--- src/rtl/shift_sequencer.sv ---
// Shift sequencer. It accepts one shift job over a valid/ready handshake and
// performs one bit position per clock. The finished word is then held on a valid/ready output.
module shift_sequencer #(
    parameter int WIDTH = 4,
    parameter int CNT_W = 3
) (
    input  logic             clk,
    input  logic             reset,
    input  logic             in_valid,
    output logic             in_ready,
    input  logic [WIDTH-1:0] in_data,
    input  logic             in_dir,
    input  logic [CNT_W-1:0] in_count,
    input  logic             in_clear,
    output logic             out_valid,
    input  logic             out_ready,
    output logic [WIDTH-1:0] out_data,
    output logic             shift_left,
    output logic             shift_right,
    output logic             shift_clear,
    output logic             busy
);

    typedef enum logic [1:0] {
        IDLE  = 2'd0,
        SHIFT = 2'd1,
        DONE  = 2'd2
    } state_t;

    state_t           state;
    state_t           state_nxt;
    logic [WIDTH-1:0] data_r;
    logic [CNT_W-1:0] cnt_r;
    logic             dir_r;
    logic             accept;

    // Logical single-bit shifts with zero fill; no rotation, no sign extension.
    function automatic logic [WIDTH-1:0] shl1(input logic [WIDTH-1:0] d);
        return {d[WIDTH-2:0], 1'b0};
    endfunction

    function automatic logic [WIDTH-1:0] shr1(input logic [WIDTH-1:0] d);
        return {1'b0, d[WIDTH-1:1]};
    endfunction

    assign accept = (state == IDLE) && in_valid;

    always_ff @(posedge clk or posedge reset) begin
        if (reset) begin
            state <= IDLE;
        end else begin
            state <= state_nxt;
        end
    end

    always_comb begin
        state_nxt = state;
        case (state)
            IDLE: begin
                if (in_valid) begin
                    if (in_clear || (in_count == '0)) begin
                        state_nxt = DONE;
                    end else begin
                        state_nxt = SHIFT;
                    end
                end
            end
            SHIFT: begin
                if (cnt_r == CNT_W'(1)) begin
                    state_nxt = DONE;
                end
            end
            DONE: begin
                if (out_ready) begin
                    state_nxt = IDLE;
                end
            end
            default: state_nxt = IDLE;
        endcase
    end

    // Job registers. A clear job loads zero, and a zero-count job passes the word through.
    always_ff @(posedge clk or posedge reset) begin
        if (reset) begin
            data_r <= '0;
            cnt_r  <= '0;
            dir_r  <= 1'b0;
        end else begin
            case (state)
                IDLE: begin
                    if (accept) begin
                        if (in_clear) begin
                            data_r <= '0;
                        end else begin
                            data_r <= in_data;
                            if (in_count != '0) begin
                                cnt_r <= in_count;
                                dir_r <= in_dir;
                            end
                        end
                    end
                end
                SHIFT: begin
                    data_r <= dir_r ? shr1(data_r) : shl1(data_r);
                    cnt_r  <= cnt_r - 1'b1;
                end
                default: ;
            endcase
        end
    end

    always_comb begin
        in_ready    = (state == IDLE);
        busy        = (state != IDLE);
        out_valid   = (state == DONE);
        shift_left  = (state == SHIFT) && !dir_r;
        shift_right = (state == SHIFT) && dir_r;
        shift_clear = accept && in_clear;
    end

    assign out_data = data_r;

endmodule

--- config.mk ---
export PLATFORM = sky130hd
export DESIGN_NAME = shift_sequencer
export DESIGN_NICKNAME = d
export VERILOG_FILES = /design/src/rtl/shift_sequencer.sv
export SDC_FILE = /design/constraint.sdc
export NUM_CORES = 1
export LEC_CHECK = 0
export CAP_MARGIN = 20
export CORE_ASPECT_RATIO = 1.1
export CORE_MARGIN = 5
export CORE_UTILIZATION = 40
export CTS_BUF_LIST = sky130_fd_sc_hd__clkbuf_4 sky130_fd_sc_hd__clkbuf_8
export DETAILED_ROUTE_END_ITERATION = 10
export GPL_TIMING_DRIVEN = 0
export PLACE_DENSITY = 0.71
export SLEW_MARGIN = 20
export SYNTH_ARGS = -nofsm -noshare
export SYNTH_HDL_FRONTEND = slang
export SYNTH_SLANG_ARGS = --single-unit
--- constraint.sdc ---
create_clock -name clk -period 1.6 [get_ports clk]
set_input_delay 0.48 -clock clk [delete_from_list [all_inputs] [get_ports clk]]
set_output_delay 0.48 -clock clk [all_outputs]
set_load 0.01 [all_outputs]
==> reports/results.txt <==
Vias per cell -> 5.55
CTS tree -> done
Router iterations before antenna repair -> 4
Vias in the first global route -> 641
H-tree lvl count -> 1
Iter 0 DRT Violations -> 12
Final critical-path share of the clock period -> 111%
Clock Pin Slew Worst Setup and Hold Paths -> 0.07 ns
Result of the run -> complete, but fails checks
Largest delay contributor family on the critical path -> simple AND/OR/NAND/NOR gates
Clock Latency Late Sink -> 0.27 ns
Syn-to-layout area delta -> 54.4%
Actual transition at the worst max-transition pin -> 0.402 ns
Core ar. -> 1610 um^2
WP data required -> 1.12 ns
Power density normalized to cell area -> 1880 nW/um^2
Worst reg-to-reg setup slack -> 0.14 ns
CP Cell Sequence -> or2_4 > inv_4 > and3_4 > buf_6
Clock tree skew after final layout -> 0.00535 ns
Number of diodes -> 0
Power, Total -> 2.03 mW
Maximum cell stage delay along the critical path -> 0.41 ns
Final estimated routing congestion in global placement -> 0.743
Max-cap violations -> 0
Number of DRC violations after detailed routing -> 0
End of the worst register-to-register path -> cnt_r[0]
Highest-delay cell along the critical path -> sky130_fd_sc_hd__dfrtp_1
Number of distinct library cells after synthesis -> 36
Register area share after synthesis -> 35.8%
Quantity of I/O buffers inserted on ports -> 22
Startpoint Class -> flop
Layout cell share with drive strength beyond 1 -> 33.3%
Max Freq -> 561 MHz
Remaining antenna violation count after routing -> 0
Die boundary height -> 53.9 um
Headroom to the max-slew limit -> 73.2%
Signal arrival time at the worst endpoint -> 1.30 ns
Die boundary width -> 49.9 um
Remaining Overflow, GRT -> 0
Total negative setup slack -> -0.559 ns
Class of the tightest hold or removal check -> in2async
Worst r2r src -> state[1]
Quantity of hold-fixing buffers added after cts -> 0
IR drop worst, VDD -> 857 uV
Maximum net fanout on the critical path -> 4
Maximum number of pins on one net before global-route repair -> 11
Num Clock Sinks -> 10
Yosys warning total -> 0
Worst setup path class -> reg2out
Gr usage total -> 14.8%
Final hold slack -> 0.483 ns
Buffers & Inverters on Critical Path -> 2
Instance count of the mapped netlist -> 75
Wire length of the first global-routing pass -> 2970 um
DP HPWL -> 1310 um
Final hold violations -> 0
Detailed-route wire length -> 1990 um
Least setup slack across all paths after layout -> -0.183 ns
Shortest period the worst path allows -> 1.78 ns
Setup repair after global routing missed its margin -> yes
Maximum root-to-sink buffer count -> 2
I/O pin total -> 23
Count of state elements after synthesis -> 10
Number of nets in the synthesized netlist -> 90
Syn Area/Cell -> 9.33 um^2
Worst reg-to-reg path cell count -> 6
Element type at the critical path end -> output port
Placement row count -> 15
CTS root buffer -> sky130_fd_sc_hd__clkbuf_4
Initial core utilization -> 43.3%
Failing checks -> setup timing
Pins Over Slew Limit -> 0
Detail-routed net length per standard cell -> 15.6 um
Total leakage power -> 0.513 nW
CP Depth -> 4
Vias post-DR -> 711
# setup viols final -> 5
Number of antenna violations at the first check in global routing -> 0
Number of nets in the finished design -> 128
Inserted Clock Buffers -> 3
Die Footprint -> 2690 um^2
Area of the mapped netlist -> 699 um^2
[through the flow]
stage                     utilization [%]  area [um^2]  setup slack [ns]  std cells
after global routing                 66.9         1080            -0.196        128
after detailed placement             58.3          941            -0.729        114
after floorplan                         -          699             0.113         75
final                                66.9         1080            -0.183        128
after global placement               58.3          941            -0.731        114
after CTS                            64.3         1040            -0.178        125
[placed cells by master, fill, tap and decap left out, types with 3 or more instances in the layout]
cell type / instances
sky130_fd_sc_hd__buf_4: 10
sky130_fd_sc_hd__dlygate4sd2_1: 6
sky130_fd_sc_hd__nand2_1: 5
sky130_fd_sc_hd__inv_1: 5
sky130_fd_sc_hd__clkdlybuf4s50_1: 9
sky130_fd_sc_hd__buf_6: 6
sky130_fd_sc_hd__mux2_2: 3
sky130_fd_sc_hd__clkbuf_4: 3
sky130_fd_sc_hd__nor2b_1: 4
sky130_fd_sc_hd__dfrtp_1: 9
sky130_fd_sc_hd__o21ai_1: 6
sky130_fd_sc_hd__a211oi_1: 3
[worst max-delay path by stage]
stage | end | slack [ns] | start
floorplan | shift_clear | 0.11 | state[1]
global placement | shift_clear | -0.73 | in_clear
detailed placement | shift_clear | -0.73 | in_clear
CTS | shift_clear | -0.18 | state[1]
global route | shift_clear | -0.20 | state[0]
finish | shift_clear | -0.18 | state[0]
[sequential cells by signal, summed over array words and instances, names as in the netlist]
register  cells
cnt_r         3
dir_r         1
out_data      4
state         2
[logic make-up (layout without fill, tap and decap cells)]
kind of cell	Yosys count	after routing	synth area share [%]
flip-flops	10	10	35.8
AO/OA/AOI/OAI	18	18	17.0
buffers and inverters	8	44	5.01
AND/OR/NAND/NOR	31	31	28.8
adder cells (fa/ha/maj)	2	2	3.58
multiplexers	6	6	9.84
[synth_stat cells, drive strengths merged]
cell | number | area [um^2]
dfrtp | 10 | 250
o21ai | 7 | 35.0
inv | 6 | 22.5
nor2b | 6 | 40.0
nand2 | 5 | 18.8
mux2 | 4 | 48.8
a211oi | 3 | 22.5
nor3 | 3 | 20.0
a31oi | 2 | 12.5
buf | 2 | 12.5
ha | 2 | 25.0
mux2i | 2 | 20.0
nand2b | 2 | 12.5
nand3 | 2 | 10.0
nor2 | 2 | 7.51
nor4b | 2 | 17.5
nor4bb | 2 | 20.0
a211o | 1 | 8.76
a21oi | 1 | 5.00
a22oi | 1 | 7.51
a2bb2oi | 1 | 8.76
and2 | 1 | 6.26
and2b | 1 | 7.51
and3 | 1 | 6.26
and4b | 1 | 10.0
nor3b | 1 | 7.51
o211ai | 1 | 7.51
o21bai | 1 | 11.3
or2 | 1 | 6.26
or3 | 1 | 11.3
[where the power goes]
part           total (mW)  leakage [nW]  switching (mW)  internal, mW
Clock               0.180        0.0138          0.0931        0.0872
Combinational        1.33         0.376           0.572         0.754
Sequential          0.520         0.124           0.138         0.383
[layer usage]
layer | up-vias | GRT usage [%] | routed length (um)
met1 | 337 | 18.4 | 847
met4 | 0 | 11.8 | 49
met5 | - | 0 | 0
met3 | 5 | 1.94 | 117
met2 | 24 | 23.1 | 978
li1 | 345 | - | -
[what timing repair did]
action / CTS / global route
pin swaps: 1 / 2
setup buffers: 8 / 5
resized for setup: 35 / 13
setup endpoints to repair: 11 / 8
[area by class of cell]
| cell class | count | area [um^2] |
|---|---|---|
| flip-flops and latches | 10 | 251 |
| plain buffers | 1 | 11.3 |
| well taps | 17 | 21.3 |
| fillers | 129 | 534 |
| clock buffers | 3 | 22.5 |
| multi-input cells | 57 | 447 |
| repair buffers | 34 | 302 |
| inverters | 6 | 25.0 |
Power figures use the tool's default switching activity.
==> edit 1: new RTL, same settings <==
Change the parameter `CNT_W` from 3 to 6.
--- a/src/rtl/shift_sequencer.sv
+++ b/src/rtl/shift_sequencer.sv
@@ -2,7 +2,7 @@
 // performs one bit position per clock. The finished word is then held on a valid/ready output.
 module shift_sequencer #(
     parameter int WIDTH = 4,
-    parameter int CNT_W = 3
+    parameter int CNT_W = 6
 ) (
     input  logic             clk,
     input  logic             reset,
Ports: changed (resized in_count); port bits go from 23 to 26. No check against the original RTL was run, so the function may have changed too.
==> edit 1 against the unedited design <==
The flow still finishes with violations (setup timing). Sequential share of layout area up 0.78 points. Cell area increased by 25%. Sequential cell count increased by 3. Worst setup slack gained 0.11 ns. Routed wire length increased by 18%. Cell count increased by 30%. Synthesized area up 23%. Non-clock buffer count is 7 higher. Total power grew 16%. Sequential power up 25%. Critical path depth unchanged. Critical path type unchanged. Largest power group unchanged.
==> edit 1: results (changes against the unedited design) <==
ir_drop_v: 0.001034  # +21%
placed_cells: 152  # +33%
violations: "setup timing"
grt_max_degree: 14  # +3
wirelength_mm: 2.348  # +18%
grtUsageMet1: 0.1921  # +0.008624
drt-met1-wl_mm: 1.024  # +21%
finalSetupViolCount: 9  # +4
holdWs_ns: 0.5129  # +0.03011 ns
grt_pass1_wl_mm: 3.705  # +25%
startpoint: "state[1]$_DFFE_PP0P_"
combPwrFrac: 0.628  # -0.026
synthMuxAreaShare: 0.03650  # -0.06189
synth_compound_area_frac: 0.2657  # +0.09575
setup_slack_ns: -0.06942  # +0.1140 ns
syn_avg_cell_area_um2: 8.657  # -7.2%
met2WireLength_mm: 1.231  # +26%
status: "finished, violations left"
rrSetupSlack_ns: -0.04  # -0.18 ns
dp_hpwl_mm: 1.611  # +23%
clock_skew_ns: 0.004235  # -0.001119 ns
hp-class: "flop to flop"
p_switching_uw: 967.7  # +20%
slew_headroom: 0.6568  # -0.07519
grt_util_met3: 0.01772  # -0.001669
-- edit 1: cell types whose count changed after synthesis, moves of 5 or more --
cell / unedited run / this run
nor2_1: 2 / 10
o21ai_0: 1 / 9
a21oi_1: 1 / 8
nand2_1: 5 / 10
o21ai_1: 6 / 1
-- edit 1: repair_timing --
| item | 4_1_cts | 5_1_grt |
|---|---|---|
| buffers inserted | 11 | 2 |
| cloned | 0 | 1 |
| pin swaps | 5 | 6 |
| endpoints found under the setup margin | 19 | 14 |
| resized for setup | 50 | 16 |
-- edit 1: area by class of cell --
type	count	area [µm²]	area share
plain buffers	3	33.78	0.02500
inverters	6	22.52	0.01667
well taps	28	35.03	0.02593
clock buffers	4	30.03	0.02222
repair buffers	39	342.8	0.2537
flip-flops and latches	13	325.3	0.2407
multi-input cells	74	561.8	0.4157
==> edit 2: new RTL, same flow settings <==
Made on the original files. Encoding of `state_t`: now one-hot (3 bits for 3 states).
--- a/src/rtl/shift_sequencer.sv
+++ b/src/rtl/shift_sequencer.sv
@@ -21,10 +21,10 @@
     output logic             busy
 );
 
-    typedef enum logic [1:0] {
-        IDLE  = 2'd0,
-        SHIFT = 2'd1,
-        DONE  = 2'd2
+    typedef enum logic [2:0] {
+        IDLE  = 3'b001,
+        SHIFT = 3'b010,
+        DONE  = 3'b100
     } state_t;
 
     state_t           state;
Behaviour: no difference found for any inputs over 10 cycles, from zero or initial values and one cycle with reset high; not proved beyond that.
==> edit 2 against the unedited design <==
The run still ends with setup timing left. Core utilization up 3.3 points. Cell area up 12%. Non-clock buffer count up 9. Via count up 7.5%. Total power up 4.1%. Sequential cell count up 1. Clock skew down 0.0025 ns. Routed wire length up 6.2%. Synthesized area up 0.72%. Register-to-register slack worse by 0.18 ns. Die area up 0.58%. Critical path depth unchanged. Worst setup slack worse by 0.15 ns. First-iteration DRC count down 8.3%. Critical path type unchanged. Largest cell class unchanged. Largest power group unchanged.
==> edit 2: results (changes against the unedited design) <==
drive_gt1_frac: 0.3810  # +0.04762
multi_input_gates: 61  # +7.0%
rrSetupSlack_ns: -0.04  # -0.18 ns
seq_cells: 11  # +1
nNetsFinal: 142  # +11%
num_vias: 764  # +7.5%
setup_slack_ns: -0.3302  # -0.1468 ns
grt_max_degree: 12  # +1
grt_pass1_vias: 747  # +17%
finalSetupViolCount: 8  # +3
ys_seq_area_frac: 0.3925  # +0.03476
holdWs_ns: 0.4926  # +0.009764 ns
clock_skew_ns: 0.002867  # -0.002487 ns
violations: "setup timing"
fillers: 132  # +2.3%
num-nonclk-buffers: 44  # +26%
r2r_end: "cnt_r[1]$_DFFE_PP0P_"
cp_slowest_cell: "dfstp_2"
yosysUniqueCellTypes: 30  # -17%
status: "finished, violations left"
die_x_um: 50.01  # +0.28%
synth_commonest_cells: "nor2_1 (11), dfrtp_1 (10), a31oi_1 (6), inv_1 (6)"
syn_avg_cell_area_um2: 8.805  # -5.6%
viasPerCell: 5.306  # -4.5%
final-seq-area_um2: 279.0  # +11%
nonClkBufAreaFrac: 0.3385  # +0.04882
-- edit 2: layer usage --
layer	routed length, µm	up-vias	global-route usage
li1	-	380	-
met1	857	349	0.2138
met2	1047	26	0.2950
met3	143	9	0.04709
met4	68	0	0.09170
met5	0	-	0
-- edit 2: per-stage QoR --
stage,setup TNS [ns],power [mW]
2_1_floorplan,-0.06985,1.048
3_3_place_gp,-3.858,1.384
3_5_place_dp,-3.874,1.396
4_1_cts,-2.605,2.001
5_1_grt,-2.233,2.292
6_report,-1.650,2.110
-- edit 2: logic make-up after synthesis --
| logic type | count (synthesis) | synth area share |
|---|---|---|
| AND/OR/NAND/NOR | 35 | 0.2949 |
| AO/OA/AOI/OAI | 22 | 0.1847 |
| buffers and inverters | 8 | 0.05505 |
| multiplexers | 2 | 0.03729 |
| flip-flops | 11 | 0.3925 |
| adder cells (fa/ha/maj) | 2 | 0.03552 |
-- edit 2: how the worst max path moves through the flow --
| stage | end | slack, ns | cells after the start |
|---|---|---|---|
| floorplan | shift_left | -0.03 | 3 |
| global placement | shift_clear | -0.72 | 3 |
| detailed placement | shift_clear | -0.71 | 3 |
| CTS | shift_right | -0.38 | 5 |
| global route | shift_clear | -0.38 | 4 |
| finish | shift_clear | -0.33 | 4 |
-- edit 2: power groups by stage --
| stage | registers [mW] | logic (mW) | clock network [mW] |
|---|---|---|---|
| finish | 0.523 | 1.37 | 0.219 |
| floorplan | 0.566 | 0.482 | 0 |
| global placement | 0.573 | 0.811 | 0 |
| detailed placement | 0.576 | 0.819 | 0 |
| global route | 0.546 | 1.50 | 0.242 |
| CTS | 0.517 | 1.26 | 0.223 |
-- edit 2: repair_timing --
action	in CTS	in global routing
buffers inserted	17	8
pin swaps	6	5
setup endpoints to repair	12	15
cloned	0	0
gates resized for setup	47	12
